**src/rtl/uart_receiver.sv**
```systemverilog
// uart_receiver: 16x oversampled 8E1 UART receiver with 2-of-3 mid-bit majority sampling
module uart_receiver #(
    parameter int SYNC_STAGES = 2,
    parameter int OVERSAMPLE  = 16
) (
    input  logic       clk,
    input  logic       reset,
    input  logic       RxD,
    input  logic [2:0] baud_select,
    input  logic       Rx_EN,
    output logic [7:0] Rx_DATA,
    output logic       Rx_VALID,
    output logic       Rx_PERROR,
    output logic       Rx_FERROR
);
    localparam int TW = $clog2(OVERSAMPLE);
    typedef enum logic [2:0] {IDLE, START, DATA, PARITY, STOP} state_t;
    state_t state;
    logic [SYNC_STAGES-1:0] sync;
    logic rxs, sample_tick, t9, t15, maj, s7, s8, par, armed;
    logic [2:0] baud_q, idx;
    logic [14:0] div_cnt, divisor;
    logic [TW-1:0] tick_cnt;
    logic [7:0] shadow;

    assign rxs = sync[SYNC_STAGES-1];
    always_comb begin
        divisor = baud_q == 3'd0 ? 15'd20833 :
                  baud_q == 3'd1 ? 15'd5208  :
                  baud_q == 3'd2 ? 15'd1302  :
                  baud_q == 3'd3 ? 15'd651   :
                  baud_q == 3'd4 ? 15'd326   :
                  baud_q == 3'd5 ? 15'd163   :
                  baud_q == 3'd6 ? 15'd109   : 15'd54;
        sample_tick = div_cnt == divisor - 15'd1;
        t9  = sample_tick && tick_cnt == TW'(9);
        t15 = sample_tick && tick_cnt == TW'(OVERSAMPLE - 1);
        maj = (s7 & s8) | (s7 & rxs) | (s8 & rxs);
    end

    always_ff @(posedge clk or posedge reset)
        if (reset) sync <= '1;
        else sync <= {sync[SYNC_STAGES-2:0], RxD};

    always_ff @(posedge clk or posedge reset)
        if (reset) begin
            state     <= IDLE;
            div_cnt   <= '0;
            tick_cnt  <= '0;
            idx       <= '0;
            baud_q    <= '0;
            shadow    <= '0;
            s7        <= 1'b0;
            s8        <= 1'b0;
            par       <= 1'b0;
            armed     <= 1'b1;
            Rx_DATA   <= '0;
            Rx_VALID  <= 1'b0;
            Rx_PERROR <= 1'b0;
            Rx_FERROR <= 1'b0;
        end else begin
            Rx_VALID <= 1'b0;
            div_cnt  <= sample_tick ? '0 : div_cnt + 15'd1;
            if (sample_tick) tick_cnt <= tick_cnt + TW'(1);
            if (sample_tick && tick_cnt == TW'(7)) s7 <= rxs;
            if (sample_tick && tick_cnt == TW'(8)) s8 <= rxs;
            if (!Rx_EN) state <= IDLE;
            else case (state)
                IDLE: begin
                    if (rxs) armed <= 1'b1;
                    if (armed && !rxs) begin
                        div_cnt   <= '0;
                        tick_cnt  <= '0;
                        baud_q    <= baud_select;
                        Rx_PERROR <= 1'b0;
                        Rx_FERROR <= 1'b0;
                        state     <= START;
                    end
                end
                START: begin
                    if (t9 && maj) state <= IDLE;
                    else if (t15) begin
                        idx   <= '0;
                        state <= DATA;
                    end
                end
                DATA: begin
                    if (t9) shadow[idx] <= maj;
                    if (t15) begin
                        idx <= idx + 3'd1;
                        if (idx == 3'd7) state <= PARITY;
                    end
                end
                PARITY: begin
                    if (t9) par <= maj;
                    if (t15) state <= STOP;
                end
                STOP: begin
                    // decide at mid-stop so a back-to-back start bit is never missed
                    if (t9) begin
                        Rx_DATA   <= shadow;
                        Rx_PERROR <= ^shadow ^ par;
                        Rx_FERROR <= ~maj;
                        Rx_VALID  <= ~(^shadow ^ par) & maj;
                        armed     <= maj;
                        state     <= IDLE;
                    end
                end
                default: state <= IDLE;
            endcase
        end
endmodule

```
**config.mk**
```make
export PLATFORM = sky130hd
export DESIGN_NAME = uart_receiver
export DESIGN_NICKNAME = d
export VERILOG_FILES = /design/src/rtl/uart_receiver.sv
export SDC_FILE = /design/constraint.sdc
export NUM_CORES = 1
export LEC_CHECK = 0
export ABC_CLOCK_PERIOD_IN_PS = 4300
export CORE_MARGIN = 3
export CORE_UTILIZATION = 40
export DETAILED_ROUTE_END_ITERATION = 16
export GPL_TIMING_DRIVEN = 0
export SETUP_SLACK_MARGIN = 0.15
export SKIP_CTS_REPAIR_TIMING = 1
export SYNTH_ARGS = -nofsm -noshare
export SYNTH_HDL_FRONTEND = slang
export SYNTH_SLANG_ARGS = --single-unit
```
**constraint.sdc**
```tcl
create_clock -name clk -period 4.3 [get_ports clk]
set_clock_uncertainty 0.15 [all_clocks]
set_input_delay 0.43 -clock clk [delete_from_list [all_inputs] [get_ports clk]]
set_output_delay 0.43 -clock clk [all_outputs]
set_load 0.02 [all_outputs]
```
==> run_results.csv <==
group,metric,value,unit
logic_synthesis,seq_area_frac_synth,43.9,%
final_layout,nNetsFinal,336,
sta,rsz0062_at_grt,"no",
die,io_pins,18,
critical_path,cp-start-kind,"flip-flop",
critical_path,critPathKind,"flip-flop to flip-flop",
grt,top_usage_layer,"met2",
critical_path,cpPeakStageDelay,540,ps
sta,fin_crit,3430,ps
grt,grtUsageTotal,15.3,%
logic_synthesis,netlist_top_cells_area,"dfrtp_1 41%, mux2_2 8.2%, xnor2_1 5.8%",
final_layout,diodes,0,
power,switching_share,33.0,%
cts,clk_latency,320,ps
final_layout,design_area,0.00346,mm²
routing,drt-pass1-iter-count,4,
grt,grt_max_degree,41,
min_path,hold_class,"flip-flop to flip-flop",
grt,grt_pass1_vias,2209,
die,core,0.00729,mm²
logic_synthesis,synth_edf_count,0,
logic_synthesis,syn_area_per_cell,10.2,µm²
logic_synthesis,ys_ff_latch,53,
power,leakage,1.53,nW
run,maxCapViolations,0,
cts,cts_root_buf,"clkbuf_8",
final_layout,final_util,47.4,%
die,dieArea,0.00866,mm²
critical_path,end_kind,"flip-flop",
final_layout,area_growth_syn_to_layout,14.1,%
sta,relSlewSlack,52.6,%
critical_path,startpoint,"baud_q[2]",
sta,tightest_slew,709,ps
power,power,1.32,mW
critical_path,crit_chain,"buf_2 -> buf_6 -> nor2b_1 -> a21o_1 -> ha_1 -> xor2_1 -> nand3_1 -> nor4_4 -> nand4b_2 -> nor4_1 -> mux2_2",
critical_path,critPathSlowestCell,"nor4_4",
critical_path,cp_max_fo,10,
min_path,min_from,"sync[0]",
logic_synthesis,syn_nets,311,
die,die_h,93.1,µm
sta,setup_violations,0,
critical_path,worstPathRequired,4360,ps
power,p_clk_share,26.6,%
power,combinationalPowerShare,30.9,%
grt,gr-usage-met2,23.6,%
grt,met3_usage,2.98,%
cts,cts_htree_levels,2,
logic_synthesis,netlist_instances,297,
power,power.internal,883,µW
routing,wl_per_cell,13.9,µm
logic_synthesis,synth_top_area_cell,"dfrtp_1",
logic_synthesis,synth-main-ff-cell,"dfrtp_1",
cts,cts_made_buffers,5,
placed_design,postPlaceCellArea,0.00335,mm²
critical_path,cp.arrival,3490,ps
power,power.switching,434,µW
final_layout,layout-drive-gt1-share,15.5,%
logic_synthesis,synthesis.area,0.00303,mm²
routing,ant_nets,0,
routing,drc,0,
final_layout,fillers,708,
routing,viasPerCell,5.14,
cts,clk_pin_slew_worst_paths,100,ps
logic_synthesis,synthArstFlopShare,100,%
final_layout,multi_input_area,0.00159,mm²
cts,cts_tree,"built",
run_status,status,"finished, final reports clean",
sta,layout_worst_path_cycle_share,79.8,%
cts,cts.sinks,53,
routing,drt_iter0_markers,41,
die,row_count,31,
logic_synthesis,ys_types,56,
critical_path,path_delay_family,"simple AND/OR/NAND/NOR gates",
routing,totalWireLength,5880,µm
sta,hold_viol,0,
sta,slew_violations,0,
cts,clk_path_buf_depth,2,
power,ir_worst_vdd,0.156,mV
grt,grt_overflow,0,
final_layout,seqCellArea,0.00133,mm²
placed_design,hpwl,4250,µm
routing,vias,2171,
logic_synthesis,synth_warnings,0,
grt,grt_antenna_before_repair,0,
sta,whs,204,ps
sta,fin_setup_tns,0,ps
critical_path,path_buf_inv,2,
sta,fmaxAchievable,291,MHz
grt,use_met1,21.6,%
critical_path,r2r_start,"baud_q[2]",
grt,grt_pass1_wl,10600,µm
placed_design,gp_congestion,0.854,
die,die_x,93.1,µm
placed_design,io_buffers,17,
logic_synthesis,synth_top_area_share,41.3,%
power,power_density,381,mW/mm²
die,initial_core_util,41.6,%
power,seqPwrFrac,42.5,%
-- path summary, 6_finish.rpt --
check	to	slack [ps]	cells after the start
setup / recovery	shadow[4]	870	11
hold / removal	sync[1]	200	0
setup reg to reg	shadow[4]	870	11
hold reg to reg	sync[1]	200	0
max in group asynchronous	sync[1]	3200	3
min in group asynchronous	Rx_DATA[6]	230	2
-- power groups by stage --
stage               clock (mW)  sequential, mW  combinational [mW]
finish                   0.350           0.560               0.408
global route             0.384           0.565               0.462
CTS                      0.365           0.559               0.409
detailed placement           0           0.569               0.405
global placement             0           0.567               0.401
floorplan                    0           0.559               0.337
-- cells in the mapped netlist (2+ instances only) --
cell type	number
a2bb2oi_1	2
dfstp_2	3
nand2_1	13
and3b_1	2
nor4_1	9
a21o_1	4
ha_1	7
dfrtp_1	50
o21ai_0	8
buf_2	2
clkbuf_1	7
and2_1	2
mux2_2	22
nand3_1	15
nor2b_1	8
a211oi_1	4
nor3_1	4
nor4bb_1	2
xnor2_1	20
buf_6	2
nor2_1	37
a32o_1	2
nand4_1	3
buf_4	2
nor3b_1	4
and3_1	7
nand2b_1	3
xor2_1	15
inv_1	10
a21oi_1	2
-- layout make-up --
cell class                      count  share of cell area [%]
Buffer                             13                    2.13
Clock buffer                        5                    1.99
Clock inverter                      3                    1.27
Inverter                           11                    1.19
Multi-Input combinational cell    220                    45.9
Sequential cell                    53                    38.4
Tap cell                           99                    3.58
Timing Repair Buffer               18                    5.50
-- metrics by stage --
step	setup slack [ps]	instances
floorplan	1260	297
finish	867	422
global placement	883	413
detailed placement	844	414
global route	528	422
CTS	835	422
-- sequential cells by signal, indices dropped and copies added (netlist names), 2 cells and up --
| signal | cells |
|---|---|
| div_cnt | 15 |
| Rx_DATA | 8 |
| shadow | 8 |
| tick_cnt | 4 |
| baud_q | 3 |
| idx | 3 |
| state | 3 |
| sync | 2 |
-- logic make-up after synthesis --
family,share of synthesized area (%)
AO/OA/AOI/OAI,8.17
XOR/XNOR,10.1
adder cells (fa/ha/maj),2.89
buffers and inverters,3.80
flip-flops,43.9
multiplexers,8.50
AND/OR/NAND/NOR,22.7
-- cell usage in the layout, fill, tap and decap left out, types with 2 or more instances in the layout --
cell type / synthesis / layout
a211oi_1: 4 / 4
a21o_1: 4 / 4
a21oi_1: 2 / 2
a2bb2oi_1: 2 / 2
a32o_1: 2 / 2
and2_1: 2 / 2
and3_1: 7 / 7
and3b_1: 2 / 2
buf_2: 2 / 2
buf_4: 2 / 2
buf_6: 2 / 2
clkbuf_1: 7 / 7
clkbuf_8: 0 / 5
clkdlybuf4s50_1: 0 / 17
dfrtp_1: 50 / 50
dfstp_2: 3 / 3
ha_1: 7 / 7
inv_1: 10 / 9
mux2_2: 22 / 22
nand2_1: 13 / 13
nand2b_1: 3 / 3
nand3_1: 15 / 15
nand4_1: 3 / 3
nor2_1: 37 / 37
nor2b_1: 8 / 8
nor3_1: 4 / 4
nor3b_1: 4 / 4
nor4_1: 9 / 9
nor4bb_1: 2 / 2
o21ai_0: 8 / 8
xnor2_1: 20 / 20
xor2_1: 15 / 15
-- metal layers --
layer	up-vias	routed length [µm]	share of wire [%]
li1	1097	-	-
met5	-	0	0
met3	6	135	2.3
met4	0	86	1.5
met2	23	2580	44
met1	1045	3070	52
Note: power is estimated with default switching activity, not from simulation.
